File: src/rtl/mips_ctrl_pkg.sv
// Shared encodings for the multi-cycle MIPS control path:
// FSM states, opcodes, ALUOp/ALUSrcB/PCSource and the control bundle.
package mips_ctrl_pkg;

  localparam logic [3:0] S_IDLE     = 4'd0;
  localparam logic [3:0] S_FETCH    = 4'd1;
  localparam logic [3:0] S_DECODE   = 4'd2;
  localparam logic [3:0] S_MEM_ADDR = 4'd3;
  localparam logic [3:0] S_MEM_RD   = 4'd4;
  localparam logic [3:0] S_MEM_WB   = 4'd5;
  localparam logic [3:0] S_MEM_WR   = 4'd6;
  localparam logic [3:0] S_EXEC_R   = 4'd7;
  localparam logic [3:0] S_R_WB     = 4'd8;
  localparam logic [3:0] S_BRANCH   = 4'd9;
  localparam logic [3:0] S_JUMP     = 4'd10;
  localparam logic [3:0] S_ADDI_EX  = 4'd11;
  localparam logic [3:0] S_ADDI_WB  = 4'd12;

  localparam logic [5:0] OP_RTYPE = 6'b000000;
  localparam logic [5:0] OP_LW    = 6'b100011;
  localparam logic [5:0] OP_SW    = 6'b101011;
  localparam logic [5:0] OP_BEQ   = 6'b000100;
  localparam logic [5:0] OP_J     = 6'b000010;
  localparam logic [5:0] OP_ADDI  = 6'b001000;

  localparam logic [1:0] ALUOP_ADD   = 2'b00;
  localparam logic [1:0] ALUOP_SUB   = 2'b01;
  localparam logic [1:0] ALUOP_FUNCT = 2'b10;

  localparam logic [1:0] SRCB_B      = 2'b00;
  localparam logic [1:0] SRCB_FOUR   = 2'b01;
  localparam logic [1:0] SRCB_IMM    = 2'b10;
  localparam logic [1:0] SRCB_IMM_SH = 2'b11;

  localparam logic [1:0] PCSRC_ALU    = 2'b00;
  localparam logic [1:0] PCSRC_ALUOUT = 2'b01;
  localparam logic [1:0] PCSRC_JUMP   = 2'b10;

  typedef struct packed {
    logic       pc_write;
    logic       pc_write_cond;
    logic       iord;
    logic       mem_read;
    logic       mem_write;
    logic       ir_write;
    logic       mem_to_reg;
    logic       reg_dst;
    logic       reg_write;
    logic       alu_src_a;
    logic [1:0] alu_src_b;
    logic [1:0] alu_op;
    logic [1:0] pc_source;
  } ctrl_t;

endpackage

File: src/rtl/main_ctrl_decode.sv
// Combinational state -> control vector decode; only FETCH
// looks at mem_ready, to gate the IR/PC load.
module main_ctrl_decode
  import mips_ctrl_pkg::*;
(
  input  logic [3:0] state_i,
  input  logic       mem_ready_i,
  output ctrl_t      ctrl_o
);

  always_comb begin
    ctrl_o = '0;
    case (state_i)
      S_FETCH: begin
        ctrl_o.mem_read  = 1'b1;
        ctrl_o.alu_src_b = SRCB_FOUR;
        ctrl_o.alu_op    = ALUOP_ADD;
        ctrl_o.pc_source = PCSRC_ALU;
        ctrl_o.ir_write  = mem_ready_i;
        ctrl_o.pc_write  = mem_ready_i;
      end
      S_DECODE: begin
        ctrl_o.alu_src_b = SRCB_IMM_SH;
        ctrl_o.alu_op    = ALUOP_ADD;
      end
      S_MEM_ADDR: begin
        ctrl_o.alu_src_a = 1'b1;
        ctrl_o.alu_src_b = SRCB_IMM;
        ctrl_o.alu_op    = ALUOP_ADD;
      end
      S_MEM_RD: begin
        ctrl_o.mem_read = 1'b1;
        ctrl_o.iord     = 1'b1;
      end
      S_MEM_WB: begin
        ctrl_o.reg_write  = 1'b1;
        ctrl_o.mem_to_reg = 1'b1;
      end
      S_MEM_WR: begin
        ctrl_o.mem_write = 1'b1;
        ctrl_o.iord      = 1'b1;
      end
      S_EXEC_R: begin
        ctrl_o.alu_src_a = 1'b1;
        ctrl_o.alu_src_b = SRCB_B;
        ctrl_o.alu_op    = ALUOP_FUNCT;
      end
      S_R_WB: begin
        ctrl_o.reg_write = 1'b1;
        ctrl_o.reg_dst   = 1'b1;
      end
      S_BRANCH: begin
        ctrl_o.alu_src_a     = 1'b1;
        ctrl_o.alu_src_b     = SRCB_B;
        ctrl_o.alu_op        = ALUOP_SUB;
        ctrl_o.pc_write_cond = 1'b1;
        ctrl_o.pc_source     = PCSRC_ALUOUT;
      end
      S_JUMP: begin
        ctrl_o.pc_write  = 1'b1;
        ctrl_o.pc_source = PCSRC_JUMP;
      end
      S_ADDI_EX: begin
        ctrl_o.alu_src_a = 1'b1;
        ctrl_o.alu_src_b = SRCB_IMM;
        ctrl_o.alu_op    = ALUOP_ADD;
      end
      S_ADDI_WB: begin
        ctrl_o.reg_write = 1'b1;
      end
      default: ctrl_o = '0;
    endcase
  end

endmodule

File: src/rtl/multicycle_main_control.sv
// Main control FSM of the multi-cycle MIPS datapath: sequencing,
// opcode dispatch, retired-instruction count and illegal-op flag.
module multicycle_main_control
  import mips_ctrl_pkg::*;
#(
  parameter int CNT_W = 32
) (
  input  logic             clk,
  input  logic             rst_n,
  input  logic [5:0]       opcode,
  input  logic             mem_ready,
  output logic             PCWrite,
  output logic             PCWriteCond,
  output logic             IorD,
  output logic             MemRead,
  output logic             MemWrite,
  output logic             IRWrite,
  output logic             MemtoReg,
  output logic             RegDst,
  output logic             RegWrite,
  output logic             ALUSrcA,
  output logic [1:0]       ALUSrcB,
  output logic [1:0]       ALUOp,
  output logic [1:0]       PCSource,
  output logic [3:0]       state_o,
  output logic [CNT_W-1:0] instr_retired,
  output logic             illegal_op
);

  logic [3:0]       state_q, state_d;
  logic [5:0]       op_q;
  logic [CNT_W-1:0] cnt_q;
  logic             ill_q, ill_d;
  logic             retire;
  ctrl_t            ctrl;

  always_comb begin
    state_d = S_IDLE;
    ill_d   = 1'b0;
    case (state_q)
      S_IDLE:     state_d = S_FETCH;
      S_FETCH:    state_d = mem_ready ? S_DECODE : S_FETCH;
      S_DECODE: begin
        unique case (1'b1)
          opcode == OP_RTYPE: state_d = S_EXEC_R;
          opcode == OP_LW,
          opcode == OP_SW:    state_d = S_MEM_ADDR;
          opcode == OP_BEQ:   state_d = S_BRANCH;
          opcode == OP_J:     state_d = S_JUMP;
          opcode == OP_ADDI:  state_d = S_ADDI_EX;
          default: begin
            state_d = S_FETCH;
            ill_d   = 1'b1;
          end
        endcase
      end
      // op_q was captured in DECODE; only lw/sw can reach here
      S_MEM_ADDR: state_d = (op_q == OP_LW) ? S_MEM_RD : S_MEM_WR;
      S_MEM_RD:   state_d = mem_ready ? S_MEM_WB : S_MEM_RD;
      S_MEM_WB:   state_d = S_FETCH;
      S_MEM_WR:   state_d = mem_ready ? S_FETCH : S_MEM_WR;
      S_EXEC_R:   state_d = S_R_WB;
      S_R_WB:     state_d = S_FETCH;
      S_BRANCH:   state_d = S_FETCH;
      S_JUMP:     state_d = S_FETCH;
      S_ADDI_EX:  state_d = S_ADDI_WB;
      S_ADDI_WB:  state_d = S_FETCH;
      default:    state_d = S_IDLE;
    endcase
  end

  assign retire = (state_q == S_MEM_WB)
                | ((state_q == S_MEM_WR) & mem_ready)
                | (state_q == S_R_WB)
                | (state_q == S_BRANCH)
                | (state_q == S_JUMP)
                | (state_q == S_ADDI_WB);

  always_ff @(posedge clk or negedge rst_n) begin
    if (!rst_n) begin
      state_q <= S_IDLE;
      op_q    <= '0;
      cnt_q   <= '0;
      ill_q   <= 1'b0;
    end else begin
      state_q <= state_d;
      ill_q   <= ill_d;
      if (state_q == S_DECODE) op_q <= opcode;
      if (retire) cnt_q <= cnt_q + 1'b1;
    end
  end

  main_ctrl_decode u_decode (
    .state_i     (state_q),
    .mem_ready_i (mem_ready),
    .ctrl_o      (ctrl)
  );

  assign PCWrite       = ctrl.pc_write;
  assign PCWriteCond   = ctrl.pc_write_cond;
  assign IorD          = ctrl.iord;
  assign MemRead       = ctrl.mem_read;
  assign MemWrite      = ctrl.mem_write;
  assign IRWrite       = ctrl.ir_write;
  assign MemtoReg      = ctrl.mem_to_reg;
  assign RegDst        = ctrl.reg_dst;
  assign RegWrite      = ctrl.reg_write;
  assign ALUSrcA       = ctrl.alu_src_a;
  assign ALUSrcB       = ctrl.alu_src_b;
  assign ALUOp         = ctrl.alu_op;
  assign PCSource      = ctrl.pc_source;
  assign state_o       = state_q;
  assign instr_retired = cnt_q;
  assign illegal_op    = ill_q;

endmodule

File: config.mk
export PLATFORM = sky130hd
export DESIGN_NAME = multicycle_main_control
export DESIGN_NICKNAME = d
export VERILOG_FILES = /design/src/rtl/mips_ctrl_pkg.sv /design/src/rtl/main_ctrl_decode.sv /design/src/rtl/multicycle_main_control.sv
export SDC_FILE = /design/constraint.sdc
export NUM_CORES = 1
export LEC_CHECK = 0
export CORE_UTILIZATION = 49
export DETAILED_ROUTE_END_ITERATION = 16
export GPL_ROUTABILITY_DRIVEN = 1
export HOLD_SLACK_MARGIN = 0.12
export PLACE_DENSITY_LB_ADDON = 0.15
export SYNTH_ARGS = -nofsm -noshare
export SYNTH_HDL_FRONTEND = slang
export SYNTH_SLANG_ARGS = --single-unit
export TNS_END_PERCENT = 1
File: constraint.sdc
create_clock -name clk -period 2.2 [get_ports clk]
set_input_delay 0.44 -clock clk [delete_from_list [all_inputs] [get_ports clk]]
set_output_delay 0.44 -clock clk [all_outputs]
set_load 0.01 [all_outputs]
==> results.toml <==
[outcome]
result_of_the_run = "complete, but fails checks"
violations = "setup timing"

[routing]
remaining_drc_errors = 0
wirelength_mm = 4.87
final_antenna_net_count = 0
avgViaCountPerCell = 5.40
drt_iter0_markers = 95
detailroute.via_count = 1870
dr.pass1.iters = 4
wire_per_inst_um = 14.1

[sta]
final.period_utilization_pct = 100
final_period_minus_worst_setup_slack_ns = 2.21
fmax_mhz = 452
hold_viol_final = 0
grt_setup_unrepaired = "true"
report.final.slew_viol_count = 0
worst-slew-pin-transition_ns = 0.580
finalSetupTns_ns = -0.0107
final.setup.worst_slack_ns = -0.0107
timing.slew.headroom_pct = 61.2
skew_ns = 0.00817
report.final.setup_viol = 1

[setup_path]
cp_bufs_invs = 2
crit_path_cell_trace = "buf_4 -> nor2_1 -> a21oi_1 -> nor2_1 -> clkdlybuf4s50_1"
worst-path-max-fanout = 11
reg2reg_slack_ns = 0.29
path_delay_family = "buffers and inverters"
critical_path_depth = 5
worst_path_most_repeated_cell = "sky130_fd_sc_hd__nor2_1"
critical_path.endpoint_type = "output pin"
worst-r2r-cell-count = 6
worstPathArrival_ns = 1.77
critical_path.max_stage_delay_ns = 0.53
kind_of_critical_path = "reg2out"
crit_path_start_kind = "flop"
crit_path_top_delay_cell = "sky130_fd_sc_hd__clkdlybuf4s50_1"
critPathRequiredTime_ns = 1.76

[min_path]
holdPathStages = 1
hp-class = "reg2reg"

[power]
internal-power_mw = 1.85
vdd_ir_drop_max_v = 0.000467
comb_power_share_pct = 43.8
clock_power_share_pct = 17.5
sw_frac_of_total_pct = 34.6
seq_pwr_share_pct = 38.7
power.density_cell_area_nw_per_um2 = 873
finalPower_mw = 2.83
cellLeakagePower_nw = 1.44
net-switching-power_mw = 0.979

[layout]
area_delta_synth_final_pct = 35.9
layout_commonest_cell = "sky130_fd_sc_hd__clkdlybuf4s50_1"
mostFrequentLayoutCells = "53 x sky130_fd_sc_hd__clkdlybuf4s50_1, 41 x sky130_fd_sc_hd__dfrtp_1, 19 x sky130_fd_sc_hd__nor2_1"
antennaDiodeCount = 0
finalNonFillerCells = 346
num-nets-final = 302
post-route-cell-area_um2 = 3240
drive_above_1_share_pct = 19.5

[synthesis]
syn_avg_cell_area_um2 = 10.8
ys_seq_area_share_pct = 45.1
synth-edff-count = 0
synth_seq_cells = 43
synthArstFlopShare_pct = 100
synth.cell_area_um2 = 2380
yosys.area.top_type_share_pct = 45.1
synth_cell_type_count = 49
syn-num-nets = 231
ys_warns = 0
synth_largest_area_cell = "sky130_fd_sc_hd__dfrtp_1"
ys_dominant_reg_cell = "sky130_fd_sc_hd__dfrtp_1"
most_area_consuming_cells_after_synthesis = "sky130_fd_sc_hd__dfrtp_1 45%, sky130_fd_sc_hd__xor2_1 6.6%, sky130_fd_sc_hd__xnor2_1 5.5%"
synth_cells = 221

[place]
buffer_ports.inserted = 61
dp_worst_setup_slack_ns = -0.129
cell_count_after_placement = 338
place_area_um2 = 3110
gpl.final_weighted_congestion = 0.778
dp.final_hpwl_mm = 3.59

[clock_tree]
clockBufferDepth = 2
ctsRootBufferMaster = "sky130_fd_sc_hd__clkbuf_8"
postCtsSetupBuffers = 0
number_of_buffers_created_by_cts = 5
cts_htree_levels = 2
cts.clk_slew.worst_paths_ns = 0.08
cts_num_sinks = 43
cts_tree = "built"
clock_insertion_delay_worst_skew_ns = 0.29

[floorplan]
placementRows = 25
die_area_um2 = 5150
die_height_um = 71.7
start_util_pct = 50.8
placeableCoreArea_um2 = 4690
width_of_the_die_um = 71.7
ioPinCount = 62

[global_route]
maximum_number_of_pins_on_one_net_before_global_route_repair = 26
grt_antenna_before_repair = 0
grtUsageTotal_pct = 20.3
first_pass_grt_wire_length_mm = 8.03
grt_pass1_vias = 1748
overflow = 0

[run]
max_cap_violations = 0
[per-stage QoR]
stage                     utilization [%]  hold slack (ns)
after global routing                 69.0            0.506
after floorplan                         -            0.144
final                                69.0            0.471
after CTS                            68.6            0.479
after detailed placement             66.3            0.411
after global placement               66.3            0.411
[registers in the layout, indices dropped and copies added (netlist names)]
register / cells
instr_retired: 32
op_q: 6
state_o: 4
illegal_op: 1
[layer usage]
metal	part of all wire [%]	GRT usage [%]	up-vias
li1	-	-	921
met3	5.4	5.49	5
met5	0	0	-
met1	45	25.7	902
met2	48	33.5	42
met4	1.1	7.63	0
[Yosys cell counts (2+ instances only)]
library cell	number
sky130_fd_sc_hd__xnor2_1	15
sky130_fd_sc_hd__nand2b_1	5
sky130_fd_sc_hd__buf_2	2
sky130_fd_sc_hd__a21oi_1	4
sky130_fd_sc_hd__dfrtp_1	43
sky130_fd_sc_hd__mux2_2	7
sky130_fd_sc_hd__or2_1	2
sky130_fd_sc_hd__nand4_1	6
sky130_fd_sc_hd__o21ai_0	4
sky130_fd_sc_hd__inv_1	7
sky130_fd_sc_hd__nor3_1	6
sky130_fd_sc_hd__clkbuf_1	2
sky130_fd_sc_hd__xor2_1	18
sky130_fd_sc_hd__nor2_1	20
sky130_fd_sc_hd__buf_1	2
sky130_fd_sc_hd__nor4b_1	2
sky130_fd_sc_hd__and3_1	7
sky130_fd_sc_hd__nor3_2	6
sky130_fd_sc_hd__a211oi_1	3
sky130_fd_sc_hd__and4_1	3
sky130_fd_sc_hd__nand2_1	16
sky130_fd_sc_hd__o211ai_1	3
sky130_fd_sc_hd__nand3_1	4
sky130_fd_sc_hd__buf_6	2
sky130_fd_sc_hd__nor4_2	6
sky130_fd_sc_hd__nor4b_2	3
[area by class of cell]
class | count | area [µm²]
clock buffers | 6 | 82.6
well taps | 54 | 67.6
clock inverters | 1 | 5.00
fillers | 377 | 1450
multi-input cells | 161 | 1240
flip-flops and latches | 43 | 1080
repair buffers | 73 | 729
inverters | 8 | 30.0
[power by group through the flow]
stage          Combinational (mW)  Clock [mW]  Sequential (mW)
3_3_place_gp                 1.23           0             1.10
5_1_grt                      1.35       0.553             1.12
6_report                     1.24       0.496             1.09
3_5_place_dp                 1.25           0             1.10
4_1_cts                      1.24       0.517             1.09
2_1_floorplan               0.669           0             1.10
[worst paths after layout]
| check | startpoint | to |
|---|---|---|
| worst max-delay path | state_o[3] | RegWrite |
| worst min-delay path | instr_retired[31] | instr_retired[31] |
| worst max register to register | state_o[0] | instr_retired[13] |
| worst min register to register | instr_retired[31] | instr_retired[31] |
| max in group asynchronous | rst_n | state_o[3] |
| min in group asynchronous | rst_n | state_o[0] |
[kinds of logic after synthesis]
kind of cell	Yosys count	share of synthesized area [%]
compound gates	25	8.56
xor+xnor	33	12.1
fa+ha+maj	1	0.525
buf+inv	17	3.57
flops	43	45.1
mux	7	3.31
simple gates	95	26.8
[what timing repair did]
item	4_1_cts	5_1_grt
setup endpoints to repair	8	10
gates resized for setup	9	6
endpoints found under the hold margin	18	0
hold buffers	1	0
No activity file was read; power rests on OpenSTA's default activity.
